[src/rtl/instr_encoder.sv]
// instr_encoder
// Turns structured micro-op requests into 32-bit RV32I instruction words
// tagged with the instruction-memory byte address each word is written to.
// The LI pseudo-op is expanded into LUI+ADDI when the value does not fit
// a single ADDI. Illegal requests are accepted but emit no word. Each one
// raises err_pulse for one cycle and bumps a saturating counter.
//
// Optional feature: define QGATE_ENCODE_EN to encode class 10 (QGATE) as a
// custom-0 R-type word. Without it, class 10 is treated as illegal.
//
// Ports:
//   clk, rst_n         clock, asynchronous active-low reset
//   req_valid/ready    request handshake
//   req_cls            0=OP 1=OP_IMM 2=LOAD 3=STORE 4=BRANCH 5=JAL 6=JALR
//                      7=LUI 8=AUIPC 9=LI 10=QGATE
//   req_alu_op         ALU op code (OP / OP_IMM)
//   req_funct3         width / branch condition / gate id
//   req_rd/rs1/rs2     register indices
//   req_imm            immediate (bytes for BRANCH/JAL)
//   addr_load/value    reload address counter (only when idle and empty)
//   out_valid/ready    output word handshake
//   out_instr/addr     encoded word and its byte address
//   err_pulse          one-cycle illegal-request flag
//   err_count          saturating illegal-request count
//   state_dbg          FSM state (0=IDLE, 1=LI_LO)
//
// Handshake: a transfer happens on a rising edge where valid && ready are
// both high. A source holds its payload stable while valid && !ready.
//
// ALU op codes: 0=ADD 1=SUB 2=SLL 3=SLT 4=SLTU 5=XOR 6=SRL 7=SRA 8=OR 9=AND.
// Codes 10..15 are illegal.
module instr_encoder #(
  parameter int unsigned ADDR_W    = 16,
  parameter int unsigned BASE_ADDR = 0,
  parameter int unsigned ERRCNT_W  = 8
) (
  input  logic                clk,
  input  logic                rst_n,
  input  logic                req_valid,
  output logic                req_ready,
  input  logic [3:0]          req_cls,
  input  logic [3:0]          req_alu_op,
  input  logic [2:0]          req_funct3,
  input  logic [4:0]          req_rd,
  input  logic [4:0]          req_rs1,
  input  logic [4:0]          req_rs2,
  input  logic [31:0]         req_imm,
  input  logic                addr_load,
  input  logic [ADDR_W-1:0]   addr_value,
  output logic                out_valid,
  input  logic                out_ready,
  output logic [31:0]         out_instr,
  output logic [ADDR_W-1:0]   out_addr,
  output logic                err_pulse,
  output logic [ERRCNT_W-1:0] err_count,
  output logic                state_dbg
);

  localparam logic [3:0] CLS_OP     = 4'd0;
  localparam logic [3:0] CLS_OP_IMM = 4'd1;
  localparam logic [3:0] CLS_LOAD   = 4'd2;
  localparam logic [3:0] CLS_STORE  = 4'd3;
  localparam logic [3:0] CLS_BRANCH = 4'd4;
  localparam logic [3:0] CLS_JAL    = 4'd5;
  localparam logic [3:0] CLS_JALR   = 4'd6;
  localparam logic [3:0] CLS_LUI    = 4'd7;
  localparam logic [3:0] CLS_AUIPC  = 4'd8;
  localparam logic [3:0] CLS_LI     = 4'd9;
  localparam logic [3:0] CLS_QGATE  = 4'd10;

  localparam logic [3:0] ALU_ADD  = 4'd0;
  localparam logic [3:0] ALU_SUB  = 4'd1;
  localparam logic [3:0] ALU_SLL  = 4'd2;
  localparam logic [3:0] ALU_SLT  = 4'd3;
  localparam logic [3:0] ALU_SLTU = 4'd4;
  localparam logic [3:0] ALU_XOR  = 4'd5;
  localparam logic [3:0] ALU_SRL  = 4'd6;
  localparam logic [3:0] ALU_SRA  = 4'd7;
  localparam logic [3:0] ALU_OR   = 4'd8;
  localparam logic [3:0] ALU_AND  = 4'd9;

  localparam logic [6:0] OPC_OP     = 7'b0110011;
  localparam logic [6:0] OPC_OP_IMM = 7'b0010011;
  localparam logic [6:0] OPC_LOAD   = 7'b0000011;
  localparam logic [6:0] OPC_STORE  = 7'b0100011;
  localparam logic [6:0] OPC_BRANCH = 7'b1100011;
  localparam logic [6:0] OPC_JAL    = 7'b1101111;
  localparam logic [6:0] OPC_JALR   = 7'b1100111;
  localparam logic [6:0] OPC_LUI    = 7'b0110111;
  localparam logic [6:0] OPC_AUIPC  = 7'b0010111;
  localparam logic [6:0] OPC_CUST0  = 7'b0001011;
  localparam logic [6:0] F7_ALT     = 7'b0100000;

  typedef enum logic {IDLE = 1'b0, LI_LO = 1'b1} state_t;

  state_t              state;
  logic [31:0]         pend_instr;   // ADDI half of a two-word LI
  logic [ADDR_W-1:0]   addr_cnt;     // address of the word at the output head

  logic [2:0]  alu_f3;
  logic        alu_known;
  logic        alu_shift;
  logic [6:0]  f7;
  logic        fits12, fits13, fits21;
  logic [19:0] li_hi;
  logic [31:0] word0, word1;
  logic        li_two, illegal;

  logic accept, consume, out_free, load_first, load_second, addr_load_eff;
  logic [ADDR_W-1:0] word_addr;

  // A value fits an N-bit signed field when all bits above N-2 equal the sign.
  assign fits12 = (req_imm[31:11] == '0) || (req_imm[31:11] == '1);
  assign fits13 = (req_imm[31:12] == '0) || (req_imm[31:12] == '1);
  assign fits21 = (req_imm[31:20] == '0) || (req_imm[31:20] == '1);

  // Upper part rounded up when the low 12 bits will be sign-extended negative.
  assign li_hi = req_imm[31:12] + {19'd0, req_imm[11]};

  always_comb begin
    alu_f3    = 3'b000;
    alu_known = 1'b1;
    alu_shift = 1'b0;
    case (req_alu_op)
      ALU_ADD, ALU_SUB: alu_f3 = 3'b000;
      ALU_SLL: begin alu_f3 = 3'b001; alu_shift = 1'b1; end
      ALU_SLT:  alu_f3 = 3'b010;
      ALU_SLTU: alu_f3 = 3'b011;
      ALU_XOR:  alu_f3 = 3'b100;
      ALU_SRL, ALU_SRA: begin alu_f3 = 3'b101; alu_shift = 1'b1; end
      ALU_OR:   alu_f3 = 3'b110;
      ALU_AND:  alu_f3 = 3'b111;
      default:  alu_known = 1'b0;
    endcase
  end

  always_comb begin
    word0   = '0;
    word1   = '0;
    li_two  = 1'b0;
    illegal = 1'b0;
    f7      = 7'd0;
    case (req_cls)
      CLS_OP: begin
        if (req_alu_op == ALU_SUB || req_alu_op == ALU_SRA) f7 = F7_ALT;
        if (!alu_known) illegal = 1'b1;
        else word0 = {f7, req_rs2, req_rs1, alu_f3, req_rd, OPC_OP};
      end
      CLS_OP_IMM: begin
        if (req_alu_op == ALU_SRA) f7 = F7_ALT;
        if (!alu_known || req_alu_op == ALU_SUB) illegal = 1'b1;
        else if (alu_shift) begin
          if (req_imm[31:5] != '0) illegal = 1'b1;
          else word0 = {f7, req_imm[4:0], req_rs1, alu_f3, req_rd, OPC_OP_IMM};
        end else if (!fits12) illegal = 1'b1;
        else word0 = {req_imm[11:0], req_rs1, alu_f3, req_rd, OPC_OP_IMM};
      end
      CLS_LOAD: begin
        if (req_funct3 == 3'b011 || req_funct3 == 3'b110 ||
            req_funct3 == 3'b111 || !fits12) illegal = 1'b1;
        else word0 = {req_imm[11:0], req_rs1, req_funct3, req_rd, OPC_LOAD};
      end
      CLS_STORE: begin
        if (req_funct3 > 3'b010 || !fits12) illegal = 1'b1;
        else word0 = {req_imm[11:5], req_rs2, req_rs1, req_funct3,
                      req_imm[4:0], OPC_STORE};
      end
      CLS_BRANCH: begin
        if (req_funct3 == 3'b010 || req_funct3 == 3'b011 ||
            req_imm[0] || !fits13) illegal = 1'b1;
        else word0 = {req_imm[12], req_imm[10:5], req_rs2, req_rs1, req_funct3,
                      req_imm[4:1], req_imm[11], OPC_BRANCH};
      end
      CLS_JAL: begin
        if (req_imm[0] || !fits21) illegal = 1'b1;
        else word0 = {req_imm[20], req_imm[10:1], req_imm[11], req_imm[19:12],
                      req_rd, OPC_JAL};
      end
      CLS_JALR: begin
        if (!fits12) illegal = 1'b1;
        else word0 = {req_imm[11:0], req_rs1, 3'b000, req_rd, OPC_JALR};
      end
      CLS_LUI:   word0 = {req_imm[31:12], req_rd, OPC_LUI};
      CLS_AUIPC: word0 = {req_imm[31:12], req_rd, OPC_AUIPC};
      CLS_LI: begin
        if (fits12) word0 = {req_imm[11:0], 5'd0, 3'b000, req_rd, OPC_OP_IMM};
        else begin
          word0  = {li_hi, req_rd, OPC_LUI};
          word1  = {req_imm[11:0], req_rd, 3'b000, req_rd, OPC_OP_IMM};
          li_two = (req_imm[11:0] != 12'd0);
        end
      end
`ifdef QGATE_ENCODE_EN
      CLS_QGATE: word0 = {7'd0, req_rs2, req_rs1, req_funct3, req_rd, OPC_CUST0};
`else
      CLS_QGATE: illegal = 1'b1;
`endif
      default: illegal = 1'b1;
    endcase
  end

  assign out_free      = !out_valid || out_ready;
  assign req_ready     = (state == IDLE) && out_free;
  assign accept        = req_valid && req_ready;
  assign consume       = out_valid && out_ready;
  assign load_first    = accept && !illegal;
  assign load_second   = (state == LI_LO) && out_free;
  assign addr_load_eff = addr_load && !out_valid && (state == IDLE);
  assign state_dbg     = (state == LI_LO);

  // A word loaded while the head word leaves goes to the following address.
  always_comb begin
    if (addr_load_eff)  word_addr = addr_value;
    else if (consume)   word_addr = addr_cnt + ADDR_W'(4);
    else                word_addr = addr_cnt;
  end

  always_ff @(posedge clk or negedge rst_n) begin
    if (!rst_n) begin
      state      <= IDLE;
      pend_instr <= '0;
      addr_cnt   <= ADDR_W'(BASE_ADDR);
      out_valid  <= 1'b0;
      out_instr  <= '0;
      out_addr   <= ADDR_W'(BASE_ADDR);
      err_pulse  <= 1'b0;
      err_count  <= '0;
    end else begin
      err_pulse <= accept && illegal;
      if (accept && illegal && (err_count != {ERRCNT_W{1'b1}}))
        err_count <= err_count + ERRCNT_W'(1);

      if (addr_load_eff)  addr_cnt <= addr_value;
      else if (consume)   addr_cnt <= addr_cnt + ADDR_W'(4);

      if (load_first || load_second) begin
        out_valid <= 1'b1;
        out_instr <= load_second ? pend_instr : word0;
        out_addr  <= word_addr;
      end else if (consume) begin
        out_valid <= 1'b0;
      end

      case (state)
        IDLE: begin
          if (load_first && li_two) begin
            pend_instr <= word1;
            state      <= LI_LO;
          end
        end
        LI_LO: begin
          if (out_free) state <= IDLE;
        end
        default: state <= IDLE;
      endcase
    end
  end

endmodule

[config.mk]
export PLATFORM = sky130hd
export DESIGN_NAME = instr_encoder
export DESIGN_NICKNAME = d
export VERILOG_FILES = /design/src/rtl/instr_encoder.sv
export SDC_FILE = /design/constraint.sdc
export NUM_CORES = 1
export LEC_CHECK = 0
export BUFFER_PORTS_ARGS = -buffer_cell sky130_fd_sc_hd__buf_2
export CELL_PAD_IN_SITES_DETAIL_PLACEMENT = 1
export CELL_PAD_IN_SITES_GLOBAL_PLACEMENT = 2
export CORE_UTILIZATION = 30
export DETAILED_ROUTE_END_ITERATION = 12
export PLACE_DENSITY = 0.78
export SLEW_MARGIN = 0
export SYNTH_ARGS = -nofsm -noshare
export SYNTH_HDL_FRONTEND = slang
export SYNTH_SLANG_ARGS = --single-unit
[constraint.sdc]
create_clock -name clk -period 4.51 [get_ports clk]
set_input_delay 0.2255 -clock clk [delete_from_list [all_inputs] [get_ports clk]]
set_output_delay 0.2255 -clock clk [all_outputs]
set_load 0.05 [all_outputs]
==> results by stage <==
Status:
- The flow ran to the end, and the final reports show no timing, DRC or antenna violations.

GRT:
- The first-pass GRT wire length is 30,200 µm.
- The initial antenna violation count is 2.
- Global routing consumed, over all layers together, 21.3% of the routing resources.
- The number of global-route vias before repair was 5,446.
- Entering global routing, the biggest net connects 54 pins.
- Global routing finished with a remaining overflow of 0.

Clock network:
- The clock passes through at most 2 buffers.
- Buffers inserted to repair hold after CTS numbered 1.
- After clock tree synthesis, the clock-pin slew on the worst setup and hold paths is 0.07 ns.
- In this run the post-CTS setup repair buffer count came out at 0.
- The master cell of the clock root buffer is sky130_fd_sc_hd__clkbuf_16.
- The TritonCTS clock tree is done.
- In this run, post-CTS repair resized a total of 0 instances.
- The number of clock sinks seen by CTS is 92.
- The CTS buffer count is 9.
- The count of H-tree levels built during CTS is 3.
- The insertion delay to the later sink of the worst-skew pair is 0.34 ns.

Yosys:
- The cell type with the highest aggregate area in the netlist is sky130_fd_sc_hd__dfrtp_1.
- Of the post-synthesis cell area, the dominant cell type holds 42.0%.
- The flop and latch count out of synthesis is 92.
- Averaged over all synthesized cells, the footprint is 9.24 µm².
- The number of nets in the synthesized netlist is 677.
- The main flop type after synthesis is sky130_fd_sc_hd__dfrtp_1.
- For this run, the register share of the synthesized area comes to 42.0%.
- The synthesized instance count is 593.
- The Yosys step of the flow raised 0 warnings.
- Yosys mapped the design onto 61 distinct sky130hd cell types.
- In this run, synthesis inferred 0 flip-flops with an integrated enable.
- The mapped netlist covers 5480 µm².
- In the post-synthesis netlist, the biggest area contributors are sky130_fd_sc_hd__dfrtp_1 (42%), sky130_fd_sc_hd__mux2_2 (6.0%), sky130_fd_sc_hd__nand2_1 (5.2%).
- After synthesis, the share of flip-flops with an asynchronous set or reset is 100%.

Critical path:
- The critical register-to-register path startpoint is out_valid.
- The critical register-to-register path endpoint is pend_instr[19].
- The setup check on the worst reg-to-reg path leaves a slack of 2.01 ns.
- STA classifies the critical path endpoint as a flip-flop.
- The endpoint required time on the critical path is 4.73 ns.
- The data arrival time of the critical path is 3.59 ns.
- In this run the worst path has a maximum fanout of 14.
- The kind of start point of the critical path is an input port.
- The worst register-to-register path has a depth of 7.
- By startpoint and endpoint, the worst setup path is classified as input port to flip-flop.

Timing:
- The final hold slack is 0.129 ns.
- Dividing the final minimum period by the clock period gives 74.7%.
- The maximum operating frequency is 0.297 GHz.
- The setup total negative slack is 0 ns.
- The clock period minus final worst setup slack is 3.37 ns.
- The final hold violation count is 0.
- Setup repair after global routing left no endpoint under its margin.
- Setup violations remaining at the end of the flow were counted as 0.
- The remaining max-slew budget at the tightest pin is 17.1%.
- The number of max-slew violations in the final report is 0.
- Between clock sinks in the finished design, the worst skew comes to 0.00898 ns.
- The pin slew with the least headroom to its limit is 1.24 ns.

Place:
- Summing all placed instances gives a cell area of 6420 µm².
- The half-perimeter wire length after detailed placement is 15,300 µm.
- The number of buffers inserted by port buffering is 138.
- The final weighted congestion of routability-driven global placement is 0.873.
- The placed cell count is 938.

Final layout:
- The post-route netlist has 28.7% of its cells at a drive strength greater than 1.
- The final instance count without filler cells is 957.
- The number of nets in the layout is 805.
- The area growth from synthesis to layout is 22.9%.
- The final cell area excluding filler cells is 6730 µm².

Floorplanning:
- Once the floorplan was initialized, standard cells occupied 30.6% of the core.
- The placement row count is 49.
- The number of top-level design ports is 139.
- The die span in x is 137 µm.
- The die span in y is 137 µm.
- The die outline area is 18,800 µm².
- The placeable core area is 17,900 µm².

Detailed routing:
- For this block, the initial DRC count from the detailed router was 340.
- The DRC violations left is 0.
- In this run the remaining antenna-violating nets after routing total 0.
- The total via count in the routed design is 5,358.
- The detailed-route wire length is 19,900 µm.
- In the final routed layout, each cell accounts on average for 20.7 µm.
- After detailed routing, the number of vias per cell comes to 5.60.
- The first-pass detailed-route iteration total is 5.

Worst hold path:
- The startpoint identified for the worst hold timing path is addr_value[4].
- The type of the worst min-delay path is input port to flip-flop.
- Counting instances, the worst hold path has a depth of 3.
- For hold timing, the worst endpoint is addr_cnt[4].

Flow run:
- The max-capacitance violation count is 0.

Power and ir drop:
- Dividing total power by cell area gives a power density of 451 nW/µm².
- The maximum vdd ir drop is 0.197 mV.
- Summed over all cells, the static leakage comes to 0.00297 µW.
- After layout, the design draws a total of 3040 µW.
cells in the final DEF, fill, tap and decap left out, types with 13 or more instances in the layout:
master / Yosys / final
sky130_fd_sc_hd__mux2_2: 29 / 29
sky130_fd_sc_hd__nand3_1: 22 / 22
sky130_fd_sc_hd__nor2_1: 29 / 29
sky130_fd_sc_hd__o21ai_0: 45 / 45
sky130_fd_sc_hd__xnor2_1: 15 / 15
sky130_fd_sc_hd__nand4_1: 16 / 16
sky130_fd_sc_hd__nor3_1: 22 / 22
sky130_fd_sc_hd__buf_2: 5 / 137
sky130_fd_sc_hd__nand2_1: 76 / 76
sky130_fd_sc_hd__a21oi_1: 28 / 27
sky130_fd_sc_hd__dfrtp_1: 92 / 92
sky130_fd_sc_hd__a31oi_1: 13 / 13
synth_stat cells (all sizes together) (5+ instances only):
master   number
and3         11
nor4         11
ha            5
nand4        16
nor3         22
clkbuf       25
inv          10
xor2          8
nand2        77
mux2         37
and2          7
a2111oi       5
o211ai        6
a31o          5
dfrtp        92
a22oi        10
nand3        22
a221o         9
a21oi        28
a32oi         7
nor2         29
a221oi        6
nand2b        8
a31oi        13
and4          5
xnor2        15
nand3b        5
buf           7
o21ai        45
per-stage QoR:
| stage | utilization, % | worst slack (ns) |
|---|---|---|
| after detailed placement | 35.9 | 0.775 |
| after CTS | 37.6 | 1.16 |
| final | 37.6 | 1.14 |
| after global routing | 37.6 | 0.901 |
| after global placement | 35.9 | 0.941 |
| after floorplan | - | 1.41 |
report_power, final:
part / internal, µW / switching (µW) / total [µW]
Clock: 436 / 331 / 767
Combinational: 313 / 799 / 1110
Sequential: 1020 / 138 / 1160
Total: 1770 / 1270 / 3040
cell type report:
class,instances,area [µm²]
Antenna cell,2,5.00
Clock buffer,10,229
Clock inverter,6,71.3
Fill cell,2142,11200
Inverter,10,37.5
Multi-Input combinational cell,459,3020
Sequential cell,92,2300
Tap cell,229,287
Timing Repair Buffer,149,778
cell families after synthesis:
logic type               Yosys count  synth area share [%]
adder cells (fa/ha/maj)            5                  1.14
AO/OA/AOI/OAI                    168                  21.5
flip-flops                        92                  42.0
buffers and inverters             42                  3.20
XOR/XNOR                          23                  3.68
AND/OR/NAND/NOR                  226                  20.8
multiplexers                      37                  7.60
state kept, by name (all words and copies together) (netlist names):
signal / cells
err_count: 8
addr_cnt: 16
out_valid: 1
out_addr: 16
out_instr: 31
state_dbg: 1
pend_instr: 18
err_pulse: 1
worst max-delay path, stage by stage:
cell	delay, ns
sky130_fd_sc_hd__buf_2	0.15
sky130_fd_sc_hd__nor4_1	0.52
sky130_fd_sc_hd__nand3_1	0.20
sky130_fd_sc_hd__o22ai_2	0.34
sky130_fd_sc_hd__a31oi_1	0.19
sky130_fd_sc_hd__a2111oi_4	0.61
sky130_fd_sc_hd__nand2_2	0.16
sky130_fd_sc_hd__nor4_4	0.50
sky130_fd_sc_hd__buf_4	0.32
sky130_fd_sc_hd__mux2_2	0.36
per-layer routing:
layer | GRT usage (%) | vias up | part of all wire (%)
met2 | 34.7 | 154 | 48
met5 | 0 | - | 0
met3 | 3.70 | 10 | 4.8
li1 | - | 2506 | -
met4 | 6.11 | 0 | 0.99
met1 | 28.7 | 2688 | 46
how the worst max path moves through the flow:
stage | startpoint | end | slack [ns] | cells past startpoint
6_report | req_imm[16] | pend_instr[19] | 1.14 | 10
5_1_grt | req_imm[16] | pend_instr[17] | 0.90 | 10
4_1_cts | req_imm[16] | pend_instr[16] | 1.16 | 10
3_5_place_dp | req_imm[16] | pend_instr[16] | 0.77 | 10
3_3_place_gp | req_imm[16] | pend_instr[18] | 0.94 | 10
2_1_floorplan | out_valid | pend_instr[23] | 1.41 | 7
(Power assumes the default switching activity.)
